`src/rtl/smpc_peri_pkg.sv`:
```
// Shared types and constants for the SMPC peripheral responder.
// Holds the FSM state encoding, port-status bytes and pad bit map.
package smpc_peri_pkg;

  typedef enum logic [4:0] {
    IDLE    = 5'b00001,
    LATCH   = 5'b00010,
    GAP     = 5'b00100,
    SEND    = 5'b01000,
    WAITPOS = 5'b10000
  } state_t;

  localparam logic [7:0] PORT_DIRECT = 8'hF1;
  localparam logic [7:0] PORT_NONE   = 8'hF0;
  localparam logic [2:0] PAD_TAIL    = 3'b100;

  localparam int JOY_RIGHT = 15;
  localparam int JOY_LEFT  = 14;
  localparam int JOY_DOWN  = 13;
  localparam int JOY_UP    = 12;
  localparam int JOY_START = 11;
  localparam int JOY_A     = 10;
  localparam int JOY_C     = 9;
  localparam int JOY_B     = 8;
  localparam int JOY_R     = 7;
  localparam int JOY_X     = 6;
  localparam int JOY_Y     = 5;
  localparam int JOY_Z     = 4;
  localparam int JOY_L     = 3;

  // Byte idx of one port's report; buttons go out active-low.
  function automatic logic [7:0] port_byte(
    input logic        present,
    input logic [7:0]  pad_id,
    input logic [15:0] joy,
    input logic [1:0]  idx
  );
    logic [7:0] b;
    b = 8'h00;
    unique case (idx)
      2'd0: b = present ? PORT_DIRECT : PORT_NONE;
      2'd1: b = pad_id;
      2'd2: b = ~{joy[JOY_RIGHT], joy[JOY_LEFT],
                  joy[JOY_DOWN], joy[JOY_UP],
                  joy[JOY_START], joy[JOY_A],
                  joy[JOY_C], joy[JOY_B]};
      default: b = {~{joy[JOY_R], joy[JOY_X],
                      joy[JOY_Y], joy[JOY_Z],
                      joy[JOY_L]}, PAD_TAIL};
    endcase
    return b;
  endfunction

endpackage

```
`src/rtl/smpc_peri_byte_sel.sv`:
```
// Combinational byte map: pad snapshot + OREG position -> byte.
// Ports: joy1/joy2, pad1/pad2 snapshot in; pos in; data out.
module smpc_peri_byte_sel
  import smpc_peri_pkg::*;
#(
  parameter logic [7:0] PAD_ID = 8'h02
) (
  input  logic [15:0] joy1,
  input  logic [15:0] joy2,
  input  logic        pad1,
  input  logic        pad2,
  input  logic [4:0]  pos,
  output logic [7:0]  data
);

  logic [4:0] len1;
  logic [4:0] len2;
  logic [4:0] off;
  logic       unused_bits;

  assign unused_bits = ^{joy1[2:0], joy2[2:0]};

  always_comb begin
    len1 = pad1 ? 5'd4 : 5'd1;
    len2 = pad2 ? 5'd4 : 5'd1;
    // Wraps when pos < len1, but that branch wins first.
    off  = pos - len1;
    data = 8'h00;
    if (pos < len1) begin
      data = port_byte(pad1, PAD_ID, joy1, pos[1:0]);
    end else if (off < len2) begin
      data = port_byte(pad2, PAD_ID, joy2, off[1:0]);
    end
  end

endmodule

```
`src/rtl/smpc_peri_responder.sv`:
```
// SMPC peripheral-input responder: snapshots two pads per INTBACK
// and strobes one byte per OREG position.
// Ports: CLK, RST, CE; INPUT_ACT/POS in; INPUT_DATA/WE out;
// PAD1/2_PRESENT, JOY1/JOY2 button vectors in.
module smpc_peri_responder
  import smpc_peri_pkg::*;
#(
  parameter int         BYTE_GAP = 4,
  parameter int         LAST_POS = 30,
  parameter logic [7:0] PAD_ID   = 8'h02
) (
  input  logic        CLK,
  input  logic        RST,
  input  logic        CE,
  input  logic        INPUT_ACT,
  input  logic [4:0]  INPUT_POS,
  output logic [7:0]  INPUT_DATA,
  output logic        INPUT_WE,
  input  logic        PAD1_PRESENT,
  input  logic        PAD2_PRESENT,
  input  logic [15:0] JOY1,
  input  logic [15:0] JOY2
);

  state_t      state;
  state_t      state_n;
  logic        act_q;
  logic [7:0]  gap_q;
  logic [7:0]  gap_n;
  logic [4:0]  pos_q;
  logic [4:0]  pos_n;
  logic        snap_en;
  logic        we_n;
  logic [7:0]  data_n;
  logic [15:0] j1_q;
  logic [15:0] j2_q;
  logic        p1_q;
  logic        p2_q;
  logic [7:0]  sel;

  smpc_peri_byte_sel #(
    .PAD_ID(PAD_ID)
  ) u_sel (
    .joy1(j1_q),
    .joy2(j2_q),
    .pad1(p1_q),
    .pad2(p2_q),
    .pos (INPUT_POS),
    .data(sel)
  );

  always_comb begin
    state_n = state;
    gap_n   = gap_q;
    pos_n   = pos_q;
    snap_en = 1'b0;
    we_n    = 1'b0;
    data_n  = INPUT_DATA;
    if (state != IDLE && !INPUT_ACT) begin
      state_n = IDLE;
    end else begin
      unique case (1'b1)
        (state == IDLE): begin
          if (INPUT_ACT && !act_q) state_n = LATCH;
        end
        (state == LATCH): begin
          snap_en = 1'b1;
          gap_n   = 8'(BYTE_GAP);
          state_n = GAP;
        end
        (state == GAP): begin
          gap_n = gap_q - 8'd1;
          if (gap_q <= 8'd1) state_n = SEND;
        end
        (state == SEND): begin
          we_n    = 1'b1;
          data_n  = sel;
          pos_n   = INPUT_POS;
          state_n = WAITPOS;
        end
        (state == WAITPOS): begin
          if (INPUT_POS != pos_q) begin
            if (pos_q == 5'(LAST_POS)) begin
              state_n = IDLE;
            end else begin
              gap_n   = 8'(BYTE_GAP);
              state_n = GAP;
            end
          end
        end
        default: state_n = IDLE;
      endcase
    end
  end

  // act_q resets high so an ACT already high at reset release
  // is not mistaken for a fresh request.
  always_ff @(posedge CLK) begin
    if (RST) begin
      state      <= IDLE;
      act_q      <= 1'b1;
      gap_q      <= 8'd0;
      pos_q      <= 5'd0;
      INPUT_WE   <= 1'b0;
      INPUT_DATA <= 8'h00;
      j1_q       <= 16'h0000;
      j2_q       <= 16'h0000;
      p1_q       <= 1'b0;
      p2_q       <= 1'b0;
    end else if (CE) begin
      state      <= state_n;
      act_q      <= INPUT_ACT;
      gap_q      <= gap_n;
      pos_q      <= pos_n;
      INPUT_WE   <= we_n;
      INPUT_DATA <= data_n;
      if (snap_en) begin
        j1_q <= JOY1;
        j2_q <= JOY2;
        p1_q <= PAD1_PRESENT;
        p2_q <= PAD2_PRESENT;
      end
    end
  end

endmodule

```
`config.mk`:
```
export PLATFORM = sky130hd
export DESIGN_NAME = smpc_peri_responder
export DESIGN_NICKNAME = d
export VERILOG_FILES = /design/src/rtl/smpc_peri_pkg.sv /design/src/rtl/smpc_peri_byte_sel.sv /design/src/rtl/smpc_peri_responder.sv
export SDC_FILE = /design/constraint.sdc
export NUM_CORES = 1
export LEC_CHECK = 0
export BUFFER_PORTS_ARGS = -buffer_cell sky130_fd_sc_hd__buf_4
export CORE_MARGIN = 2
export CORE_UTILIZATION = 54
export CTS_CLUSTER_SIZE = 28
export DETAILED_ROUTE_END_ITERATION = 16
export PLACE_DENSITY_LB_ADDON = 0.2
export SYNTH_ARGS = -nofsm -noshare
export SYNTH_HDL_FRONTEND = slang
export SYNTH_SLANG_ARGS = --single-unit
```
`constraint.sdc`:
```
create_clock -name CLK -period 2.5 [get_ports CLK]
set_input_delay 0.25 -clock CLK [delete_from_list [all_inputs] [get_ports CLK]]
set_output_delay 0.25 -clock CLK [all_outputs]
set_load 0.01 [all_outputs]
```
### Word-level counts from Yosys, hierarchy flattened

Index checks and enable logic that the tools add are counted.
W data, S select, Z words.

* register bits after elaboration: 62
* logic and storage cells: 69
* output and inout bits: 9

* equal/unequal tests: 17
* mux-type cells: 21
* reductions and logical operators: 11
* add/subtract/negate cells: 2
* bitwise logic cells: 5
* magnitude comparators: 3

Operators with widths (count)
* $pmux W8 S3: 3
* $mux W8: 4
* $pmux W5 S5: 1
* $mux W5: 4
* $not A8 Y8: 2
* $eq A5 B5 Y1 const B: 2
* $lt A5 B5 Y1: 2
* $not A5 Y5: 2
* $mux W3: 3
* $ne A3 B2 Y1 const B: 3
* $le A8 B1 Y1 const B: 1
* $sub A8 B1 Y8 const B: 1
* $mux W1: 6
* $eq A5 B1 Y1 const B: 1
* $eq A5 B2 Y1 const B: 1
* $eq A5 B3 Y1 const B: 1
* $eq A5 B4 Y1 const B: 1
* $ne A5 B1 Y1 const B: 1
* $ne A5 B5 Y1: 1
* $reduce_and A5 Y1: 1
* $sub A5 B5 Y5: 1
* $eq A2 B1 Y1 const B: 2
* $eq A2 B2 Y1 const B: 2
* $logic_not A2 Y1: 2
* 9 further kinds: 11

### Longest topological paths before layout

Gate-level depths: netlist (run 1).

* depth in word-level cells: 6
* mapped depth: 10
* depth with buffers taken out: 9

### Modules after synthesis

From an unflattened synthesis (run 1), not the netlist that was laid out.

* cells, all modules: 406
* area, all modules: 3181.8 µm²

Modules (own cells, without submodules)
* smpc_peri_responder: sequential area each 1241.2 µm², cells an instance 332, area each 2662.6 µm², instances 1
* smpc_peri_byte_sel: sequential area each 0.0 µm², cells an instance 74, area each 519.2 µm², instances 1

### Worst setup path before layout (run 1)

No wires, ideal clock.

* path kind: input to register
* from: input port INPUT_POS[0]
* to: register INPUT_DATA[5]
* arrival time: 1988 ps
* path slack: 424 ps
* cell stages on the path: 10
* library setup time: 88 ps
* path through: buf_4 > inv_1 > ha_1 > ha_1 > clkbuf_1 > nand3_1 > a21oi_1 > o21a_2 > o211ai_1 > a311oi_2

* longest elaborated chain between the ends: 5
* elaborated cells on any way between the ends: 13
* classes of those cells: add/sub (1); order compare (2); eq/ne (4); mux (4); reduce/logical (2)

Ends and longest elaborated chain
* from (decl): line smpc_peri_responder.sv:16 `input logic [4:0] INPUT_POS,`
* parallel branches: the longest is 4 deep, another holds $sub A5 B5 Y5
* $mux W8 *: line smpc_peri_byte_sel.sv:29 `if (pos < len1) begin`
* to (signal assigned): line smpc_peri_responder.sv:116 `INPUT_DATA <= data_n;`
* to (decl): line smpc_peri_responder.sv:17 `output logic [7:0] INPUT_DATA,`

Every way passes the cells marked *.
A chain may end at the register's enable or synchronous reset.

### Worst setup path in the final report (run 1)

* from: register p1_q
* to: register INPUT_DATA[7]

* longest elaborated chain between the ends: 6
* elaborated cells on any way between the ends: 10
* classes of those cells: add/sub (1); order compare (2); eq/ne (2); mux (4); reduce/logical (1)

Ends and longest elaborated chain
* from (decl): line smpc_peri_responder.sv:37 `logic p1_q;`
* from (signal assigned): line smpc_peri_responder.sv:108 `p1_q <= 1'b0;`
* from (signal assigned): line smpc_peri_responder.sv:120 `p1_q <= PAD1_PRESENT;`
* $mux W3 *: line smpc_peri_byte_sel.sv:24 `len1 = pad1 ? 5'd4 : 5'd1;`
* parallel branches: the longest is 4 deep, another holds $sub A5 B5 Y5
* $mux W8 *: line smpc_peri_byte_sel.sv:29

Marks and branches as above.

==> results of run 1 <==
[layout by cell type, fill, tap and decap left out, drive strengths merged, types with 4 or more instances in the layout]
cell type	count
nand3	10
a21oi	53
o21ai	17
nand2	79
inv	14
buf	49
a311oi	6
ha	6
nor2b	5
clkbuf	5
mux2i	4
nor2	28
dfxtp	56
xnor2	7
o211ai	6
nand2b	4
nor3	5
[final cells by class]
cell class                 instances  area share [%]
tap                               70           2.684
clock inverter                     3          0.6902
inverter                          13           1.495
sequential                        56           34.36
multi-input combinational        266           47.39
timing repair buffer              49           11.27
clock buffer                       5           2.109
[through the flow]
step	utilization [%]	power [mW]	instance area, um2	setup WS [ns]	cells
after floorplan	-	1.051	2816	0.4239	353
after global placement	62.50	1.122	3172	0.3272	454
after detailed placement	62.50	1.125	3172	0.2529	454
after CTS	64.30	1.619	3263	0.3523	462
after global routing	64.30	1.684	3263	0.2201	462
final	64.30	1.614	3263	0.3548	462
[metal layers]
layer / routed length [um] / global-route usage [%] / share of wire (%)
met1: 2696 / 27.58 / 45
met2: 3040 / 37.70 / 51
met3: 176 / 3.318 / 2.9
met4: 69 / 7.091 / 1.2
met5: 0 / 0 / 0
[state kept, by name, summed over array words and instances, names as in the netlist]
register and flops:
j1_q 13, j2_q 13, INPUT_DATA 8, gap_q 8, pos_q 5, state 5, INPUT_WE 1, act_q 1
p1_q 1, p2_q 1
[report_power, final]
part           internal [mW]  switching (mW)  leakage, nW
combinational         0.0899           0.104        0.637
clock                  0.202           0.307       0.0485
sequential             0.900          0.0111        0.451
[logic make-up after synthesis]
group	count (synthesis)	synth area share (%)
muxes	4	1.422
AOI/OAI and AO/OA	99	22.70
adders and majority gates	6	2.665
buffers and inverters	31	5.287
xor gates and xnor gates	8	2.488
and+or+nand+nor	149	25.63
DFF	56	39.80
[worst register-to-register path, cell delays in order, from the launching register on]
cell and delay [ns]:
dfxtp_1 0.34, inv_1 0.08, ha_1 0.24, ha_1 0.23, xnor2_1 0.17, ha_1 0.25
a21oi_1 0.13, o21a_2 0.25, o211ai_1 0.13, a311oi_2 0.25
[worst max path at each step]
| stage | depth (start not counted) | end |
|---|---|---|
| after floorplan | 10 | INPUT_DATA[5]$_SDFFE_PP0P_ |
| after global placement | 10 | INPUT_DATA[6]$_SDFFE_PP0P_ |
| after detailed placement | 10 | INPUT_DATA[7]$_SDFFE_PP0P_ |
| after CTS | 9 | INPUT_DATA[7]$_SDFFE_PP0P_ |
| after global routing | 9 | INPUT_DATA[4]$_SDFFE_PP0P_ |
| final | 9 | INPUT_DATA[7]$_SDFFE_PP0P_ |
==> results.md, run 1 <==
- Synth top area share: 39.80%
- Max Clock Skew: 0.006129 ns
- Post-Syn Instances: 353
- Outcome: finished, final reports clean
- Finish-stage setup viols: 0
- Via count: 2479
- Reg2reg start: p1_q$_SDFFE_PP0P_
- Setup crit start kind: flop
- # rows: 26
- Post-layout min period: 2.145 ns
- Max-slew violations: 0
- Fmax: around 0.47 GHz
- Post-CTS Setup Bufs: 0
- Layout area overhead: 15.86%
- DP HPWL: 4274 um
- Max-slew headroom: 41.74%
- Syn avg cell area: 7.979 um2
- Unrepaired setup endpoints after global routing: no
- Critical Path Source: p1_q$_SDFFE_PP0P_
- Top Family by Delay on Critical Path: compound AO/OA/AOI/OAI gates
- Post-synth EDFFs: 0
- Worst-Skew Late Latency: between 0.3 and 0.4 ns
- Hold path depth: 2
- Layout filler cell count: 464
- Buf+Inv Stages, Crit Path: 1
- Pwr per Cell Area: ~490 mW/mm2
- Worst path slowest cell: dfxtp_1
- Top area cells in the synthesized netlist: dfxtp_1, nand2_1, a21oi_1
- Share of cells above drive strength 1: between 10% and 20%
- Drt wl/cell: 12.95 um
- #FFs+latches synth: 56
- Peak VDD IR: 0.0003376 V
- Hold buffers post-CTS: 0
- Clock Tree Root: clkbuf_8
- I/O pin count: 52
- Die height: 76.22 um
- Initial Util: 55.50%
- Worst-Margin Slew: 0.8738 ns
- Die area: 0.005809 mm2
- H-tree depth: 2
- Vias in the first global route: 2298
- Largest net degree at the start of global routing: 60
- # DRC: 0
- Register area share after synthesis: 39.80%
- YS warnings: 0
- Hold path endpoint: act_q$_SDFFE_PP1P_
- Nets: 440
- CTS buffer count: 5
- TritonCTS clock tree: built
- Vias per inst: 5.366
- Clk sinks: 56
- Port Buffer Count: 45
- Final Wtd Congestion: 0.8710
- Reg2reg path depth: 9
- CP peak stage delay: 0.34 ns
- Setup_tns: 0 ns
- Crit path DAT: 2.38 ns
- Crit path kind: reg2reg
- Yosys cell types: 54
- Reg-to-Reg End: INPUT_DATA[7]$_SDFFE_PP0P_
- Die extent in x: 76.22 um
- Most frequent CP cell: ha_1
- First-pass iteration count of the detailed router: 4
- Final ANT Viol Nets: 0
- Worst Path Required: 2.73 ns
- Storage cell area: 0.001121 mm2
- First-pass GRT wire length: 10410 um
- Worst-path clk slew: 0.10 ns
- Max Fanout on Critical Path: 8
- Hold Crit Start: CE
- Max-cap violations: 0
- Area of the multi-input gates: 0.001546 mm2
- Count leader, synth: nand2_1
- Core area: 0.005075 mm2
- Leakage power: 1.137 nW
- Post-synth top cells: nand2_1, dfxtp_1, a21oi_1
- Worst-path cell chain: inv_1, ha_1, ha_1, xnor2_1, ha_1, a21oi_1, o21a_2, o211ai_1, a311oi_2
- GRT Total Usage: 21.70%
- GRT overflow: 0
- Post-Synthesis Cell Area: 0.002816 mm2
- Register-to-register setup slack: around 0.35 ns
- Cts repair resizes: 0
- CP Capture Type: flop
- Top_reg_cell synth: dfxtp_1
- Diode count: 0
- Fin crit share: 85.81%
- Hold Fails Final Rpt: 0
- Top cell type by total area after synthesis: dfxtp_1
- Min Hold Slack: 0.1604 ns
- Max clock buf depth: 2
- Final wirelength: 5982 um
- Async set-or-reset flop fraction in the synthesized netlist: 0%
- Hold Path Class: in2reg
- First DRT Iteration DRCs: 111
- Initial antenna violation count: 0
- Synth Net Count: 402
Power figures use the tool's default switching activity.
==> run 2, diff against run 1 <==
--- a/config.mk
+++ b/config.mk
@@ -6,8 +6,8 @@
 export NUM_CORES = 1
 export LEC_CHECK = 0
 export BUFFER_PORTS_ARGS = -buffer_cell sky130_fd_sc_hd__buf_4
-export CORE_MARGIN = 2
-export CORE_UTILIZATION = 54
+export CORE_MARGIN = 1.5
+export CORE_UTILIZATION = 50
 export CTS_CLUSTER_SIZE = 28
 export DETAILED_ROUTE_END_ITERATION = 16
 export PLACE_DENSITY_LB_ADDON = 0.2
==> constraint.sdc (replaced) <==
create_clock -name CLK -period 1.9 [get_ports CLK]
set_input_delay 0.19 -clock CLK [delete_from_list [all_inputs] [get_ports CLK]]
set_output_delay 0.19 -clock CLK [all_outputs]
set_load 0.01 [all_outputs]
==> run 2 against run 1 <==
Against the previous run: fmax increased by 11%; die area grew 4.9%; first-iteration DRC count is 19% lower; global-route usage increased by 0.38 points; sequential share of layout area is 2.4 points lower; routed wire length is 6.9% higher; via count rose by 3.3%; clock power is 52% higher; core utilization fell by 0.056 points; the flow now finishes with violations (setup timing).
==> results.md, run 2 (synthesis results as in run 1) <==
- Outcome: complete, but fails checks
- Failing checks: setup timing
- Worst slack, placed: -0.1060 ns (-0.3588 ns)
- Clock Tree Root: clkbuf_8
- Port Buffer Count: 45 (unchanged)
- Largest net degree at the start of global routing: 39 (-35%)
- Layout filler cell count: 503 (+8.4%)
- Nets: 460 (+4.5%)
- First-pass GRT wire length: 10880 um (+4.6%)
- Worst-path cell chain: inv_4, ha_4, ha_4, xnor2_2, ha_1, a21oi_2, o21a_4, o211ai_1, a311oi_1
- CTS buffer count: 5 (unchanged)
- Most frequent CP cell: ha_4
- GRT Total Usage: 22.09% (+0.38 points)
- H-tree depth: 2 (unchanged)
- Reg-to-Reg End: INPUT_DATA[4]$_SDFFE_PP0P_
- Largest registers: j1_q: 13 flops, j2_q: 13 flops
- CP Capture Type: flop
- Setup_tns: -0.07490 ns (-0.07490 ns)
- Commonest non-fill, non-tap cells in the layout: nand2_1, buf_4, dfxtp_1, a21oi_1, nor2_1
- Leakage power: 1.252 nW (+10%)
- Layout area overhead: 24.83%
- Logic depth of the worst path, buffers included: 9 (unchanged)
- Placed Cells incl. Taps: 473 (+4.2%)
- Final worst slack: -0.03013 ns (-0.3849 ns)
- # rows: 27 (+3.8%)
- Max clock buf depth: 2 (unchanged)
- DP HPWL: 4531 um (+6.0%)
- Worst-Skew Late Latency: 0.31 ns (about the same)
- Finish-stage setup viols: 3 (+3)
- CP peak stage delay: 0.36 ns (+0.02 ns)
- Pwr per Cell Area: 645.8 mW/mm2 (+31%)
- Min Hold Slack: 0.1084 ns (-0.05201 ns)
- Max Fanout on Critical Path: 8 (unchanged)
- Vias in the first global route: 2462 (+7.1%)
- Crit path kind: reg2reg
- Die extent in x: 78.05 um (+2.4%)
- Peak VDD IR: 0.0003304 V (-2.1%)
- Commonest non-fill, non-tap cell in the layout: nand2_1
- Post-layout min period: 1.930 ns (-0.2151 ns)
- Core area: 0.005473 mm2 (+7.8%)
- Max Clock Skew: 0.007122 ns (+0.0009936 ns)
- Top Family by Delay on Critical Path: compound AO/OA/AOI/OAI gates
- Hold Fails Final Rpt: 0 (unchanged)
- Reg2reg start: p1_q$_SDFFE_PP0P_
- Final wirelength: 6397 um (+6.9%)
- Fmax: 0.5181 GHz (+11%)
- Worst-Margin Slew: 0.4531 ns (-0.4207 ns)
- Die area: 0.006092 mm2 (+4.9%)
- Register-to-register setup slack: -0.03 ns (-0.38 ns)
- Max-cap violations: 0 (unchanged)
- Worst Path Required: 2.12 ns (-0.61 ns)
- Initial antenna violation count: 0 (unchanged)
- GRT overflow: 0 (unchanged)
- Hold Path Class: in2reg
- Max-slew violations: 0 (unchanged)
- Critical Path Source: p1_q$_SDFFE_PP0P_
- Vias per inst: 5.289 (-1.4%)
- Clk sinks: 56 (unchanged)
- Worst-path clk slew: 0.10 ns (about the same)
- Diode count: 0 (unchanged)
- CP Capture Point: INPUT_DATA[4]$_SDFFE_PP0P_
- Fin crit share: 101.6% (+16 points)
- Drt wl/cell: 13.22 um (+2.1%)
- Total power: 2.271 mW (+41%)
- Final ANT Viol Nets: 0 (unchanged)
- Via count: 2560 (+3.3%)
- I/O pin count: 52 (unchanged)
- Die height: 78.05 um (+2.4%)
- # DRC: 0 (unchanged)
- Unrepaired setup endpoints after global routing: yes
- Hold buffers post-CTS: 0 (unchanged)
- TritonCTS clock tree: built
- First DRT Iteration DRCs: 90 (-19%)
- Non-filler cells, final: 484 (+4.8%)
- Setup crit start kind: flop
- Max-slew headroom: 69.73% (+28 points)
- Initial Util: 51.46% (-4.0 points)
- Crit path DAT: 2.15 ns (-0.23 ns)
- Reg2reg path depth: 9 (unchanged)
- First-pass iteration count of the detailed router: 4 (unchanged)
- Buf+Inv Stages, Crit Path: 1 (unchanged)
- Share of cells above drive strength 1: 25.24% (+5.6 points)
- Final Wtd Congestion: 0.8978 (+3.1%)
- Worst path slowest cell: dfxtp_2
-- run 2: metrics by stage --
| stage | utilization [%] | area [um2] |
|---|---|---|
| floorplan | - | 2825 |
| global placement | 60.65 | 3319 |
| detailed placement | 60.65 | 3319 |
| CTS | 63.44 | 3472 |
| global route | 64.24 | 3516 |
| finish | 64.24 | 3516 |
-- run 2: area by class of cell --
| class | count | area, um2 | share of cell area, % |
|---|---|---|---|
| multi-input cells | 266 | 1610 | 45.80 |
| flip-flops and latches | 56 | 1122 | 31.92 |
| repair buffers | 69 | 530.5 | 15.09 |
| well taps | 72 | 90.09 | 2.562 |
| clock buffers | 5 | 68.82 | 1.957 |
| inverters | 13 | 51.30 | 1.459 |
| clock inverters | 3 | 42.54 | 1.210 |
-- run 2: metal layers --
layer	vias up	GRT usage, %	share of wire [%]	routed length (um)
met2	39	38.43	49	3106
met3	11	3.023	2.5	157
met1	1176	27.89	47	3015
met4	0	7.857	1.8	118
met5	-	0	0	0
li1	1334	-	-	-
-- run 2: worst min path at each step --
stage | start | endpoint | slack (ns) | cells after the start
final | CE | act_q$_SDFFE_PP1P_ | 0.11 | 2
after global routing | JOY2[5] | j2_q[5]$_SDFFE_PP0P_ | 0.11 | 3
after CTS | CE | act_q$_SDFFE_PP1P_ | 0.10 | 2
after detailed placement | CE | act_q$_SDFFE_PP1P_ | 0.44 | 2
after global placement | JOY1[14] | j1_q[14]$_SDFFE_PP0P_ | 0.44 | 3
after floorplan | CE | act_q$_SDFFE_PP1P_ | 0.29 | 1
-- run 2: timing repair --
item / CTS / global route
gates resized for setup: 6 / 4
buffers inserted: 0 / 3
hold endpoints to repair: 0 / 0
pin swaps: 6 / 8
endpoints found under the setup margin: 8 / 11
-- run 2: power breakdown --
group | switching, mW | internal, mW | leakage (nW)
Clock | 0.383 | 0.390 | 0.0541
Sequential | 0.0152 | 1.18 | 0.452
Combinational | 0.152 | 0.146 | 0.746
==> run 3, diff against run 2 <==
--- a/config.mk
+++ b/config.mk
@@ -7,10 +7,11 @@
 export LEC_CHECK = 0
 export BUFFER_PORTS_ARGS = -buffer_cell sky130_fd_sc_hd__buf_4
 export CORE_MARGIN = 1.5
-export CORE_UTILIZATION = 50
+export CORE_UTILIZATION = 51
 export CTS_CLUSTER_SIZE = 28
 export DETAILED_ROUTE_END_ITERATION = 16
 export PLACE_DENSITY_LB_ADDON = 0.2
 export SYNTH_ARGS = -nofsm -noshare
 export SYNTH_HDL_FRONTEND = slang
+export SYNTH_HIERARCHICAL = 1
 export SYNTH_SLANG_ARGS = --single-unit
==> run 3 against run 2 <==
Against the previous run: the flow still finishes with violations (setup timing); synthesized area up 6.0%; final cell count up 5.2%; sequential share of layout area down 2.0 points; clock power rose by 2%; core utilization up 3.4 points; critical path depth grew 1; fmax decreased by 8.4%; largest cell class unchanged.
==> results.md, run 3 <==
- Leakage power: 1.404 nW (+12%)
- Worst path slowest cell: dfxtp_2
- Drt wl/cell: 15.02 um (+14%)
- Diode count: 0 (unchanged)
- Commonest non-fill, non-tap cells in the layout: nand2_1, buf_4, a21oi_1, dfxtp_1, nor2_1
- Peak VDD IR: 0.0004392 V (+33%)
- YS warnings: 6 (+6)
- Setup_tns: -1.193 ns (-1.118 ns)
- Worst-Margin Slew: 0.5698 ns (+0.1167 ns)
- Worst-path cell chain: inv_4, ha_4, ha_4, xnor2_2, ha_1, a21oi_2, nand3_4, o32ai_2, nand2_1, a21oi_2
- Max-slew violations: 0 (unchanged)
- Max-slew headroom: 61.98% (-7.7 points)
- DP HPWL: 5339 um (+18%)
- M3 GR Usage: 3.429% (+0.41 points)
- Placed Cells incl. Taps: 498 (+5.3%)
- Clock network power share: 32.9% (-1.2 points)
- Max-cap violations: 0 (unchanged)
- Storage cell area: 0.001126 mm2 (+0.33%)
- I/O pin count: 52 (unchanged)
- Final core utilization: 67.61% (+3.4 points)
- Largest registers: j1_q: 13 flops, j2_q: 13 flops
- First-pass iteration count of the detailed router: 4 (unchanged)
- Finish-stage setup viols: 9 (+6)
- Met1 GRT Util: 38.23% (+10 points)
- Outcome: complete, but fails checks
- First DRT Iteration DRCs: 346 (+280%)
- TritonCTS clock tree: built
- CP peak stage delay: 0.37 ns (about the same)
- Total power: 2.397 mW (+5.6%)
- Final Wtd Congestion: 0.8910 (-0.76%)
- Port Buffer Count: 45 (unchanged)
- Die area: 0.006324 mm2 (+3.8%)
- GRT Total Usage: 25.64% (+3.6 points)
- Crit path DAT: 2.35 ns (+0.20 ns)
- Flop pwr share: 49.8% (-3.0 points)
- Via count: 2886 (+13%)
- Initial antenna violation count: 0 (unchanged)
- Crit path kind: reg2reg
- Non-filler cells, final: 509 (+5.2%)
- Vias per inst: 5.670 (+7.2%)
- GRT overflow: 0 (unchanged)
- First-pass GRT wire length: 12710 um (+17%)
- # DRC: 0 (unchanged)
- Share of cells above drive strength 1: 28.38% (+3.1 points)
- Area post-placement: 0.003532 mm2 (+6.4%)
- Final wirelength: 7644 um (+19%)
- Worst Path Required: 2.14 ns (+0.02 ns)
- Worst-Skew Late Latency: 0.31 ns (about the same)
- Clock Tree Root: clkbuf_8
- Final worst slack: -0.2063 ns (-0.1762 ns)
- Combinational power share: 17.3% (+4.2 points)
- Fin crit share: 110.9% (+9.3 points)
- Switching Power: 0.6155 mW (+12%)
- Post-Syn Instances: 382 (+8.2%)
- Initial Util: 53.58% (+2.1 points)
- Area of the multi-input gates: 0.001809 mm2 (+12%)
- Int Pwr: 1.782 mW (+3.6%)
- Pwr per Cell Area: 636.1 mW/mm2 (-1.5%)
- Post-layout min period: 2.106 ns (+0.1762 ns)
- Failing checks: setup timing
- Commonest non-fill, non-tap cell in the layout: nand2_1
- CP Capture Type: flop
- Nets: 485 (+5.4%)
- Fmax: 0.4748 GHz (-8.4%)
- Die extent in x: 79.53 um (+1.9%)
- Met2 Use GR: 37.03% (-1.4 points)
- Syn avg cell area: 7.818 um2 (-2.0%)
- Worst-path clk slew: 0.10 ns (about the same)
- Post-Synthesis Cell Area: 0.002987 mm2 (+6.0%)
- Hold buffers post-CTS: 0 (unchanged)
- Core area: 0.005574 mm2 (+1.9%)
- Largest net degree at the start of global routing: 43 (+10%)
- Top Family by Delay on Critical Path: adder cells
- Final ANT Viol Nets: 0 (unchanged)
- Die height: 79.53 um (+1.9%)
- Max clock buf depth: 2 (unchanged)
- Max Fanout on Critical Path: 8 (unchanged)
- # rows: 27 (unchanged)
- CTS buffer count: 5 (unchanged)
- Most used routing layer: met1
- Clk sinks: 56 (unchanged)
- Buf+Inv Stages, Crit Path: 1 (unchanged)
- Max Clock Skew: 0.007244 ns (+0.0001218 ns)
- Hold Fails Final Rpt: 0 (unchanged)
- Synth Net Count: 431 (+7.2%)
- Setup crit start kind: flop
- Layout filler cell count: 494 (-1.8%)
- Vias in the first global route: 2696 (+9.5%)
- Switching Share: 25.68% (+1.4 points)
- Hold Path Class: in2reg
- Post-route cell area: 0.003769 mm2 (+7.2%)
- Unrepaired setup endpoints after global routing: yes
- H-tree depth: 2 (unchanged)
- Layout area overhead: 26.18%
-- run 3: area by class of cell --
type | instances | area share (%)
clock buffer | 6 | 1.926
inverter | 15 | 1.560
timing repair buffer | 72 | 15.21
multi-input combinational | 286 | 48.01
tap | 72 | 2.390
clock inverter | 2 | 1.029
sequential | 56 | 29.88
-- run 3: per-stage QoR --
stage	hold WS, ns	worst slack [ns]
global placement	0.4375	-0.07649
floorplan	0.3184	-0.02407
finish	0.1122	-0.2063
detailed placement	0.4453	-0.1122
global route	0.1019	-0.2673
CTS	0.1074	-0.1367
-- run 3: final timing paths --
check	start	to	slack [ns]	depth (start not counted)
min	JOY1[10]	j1_q[10]$_SDFFE_PP0P_	0.11	3
max reg2reg	p1_q$_SDFFE_PP0P_	INPUT_DATA[1]$_SDFFE_PP0P_	-0.21	10
max	p1_q$_SDFFE_PP0P_	INPUT_DATA[1]$_SDFFE_PP0P_	-0.21	10
min reg2reg	j1_q[11]$_SDFFE_PP0P_	j1_q[11]$_SDFFE_PP0P_	0.46	2
-- run 3: what timing repair did --
item	CTS	global route
cloned	0	0
pin swaps	1	8
resized for setup	4	19
buffers inserted	2	1
endpoints found under the hold margin	0	0
endpoints found under the setup margin	9	15
-- run 3: power by group through the flow --
stage / sequential (mW) / clock, mW / combinational [mW]
6_report: 1.19 / 0.789 / 0.414
5_1_grt: 1.20 / 0.861 / 0.448
4_1_cts: 1.19 / 0.806 / 0.382
3_5_place_dp: 1.22 / 0 / 0.376
3_3_place_gp: 1.22 / 0 / 0.371
2_1_floorplan: 1.22 / 0 / 0.238
-- run 3: layer usage --
metal | wire [um] | part of all wire, %
met4 | 127 | 1.7
met5 | 0 | 0
met2 | 3407 | 45
met3 | 489 | 6.4
met1 | 3620 | 47
-- run 3: worst register-to-register path, stage by stage, from the launching register on --
cell and delay [ns]:
dfxtp_2 0.37, inv_4 0.06, ha_4 0.16, ha_4 0.16
xnor2_2 0.12, ha_1 0.28, a21oi_2 0.18, nand3_4 0.17
o32ai_2 0.24, nand2_1 0.12, a21oi_2 0.17
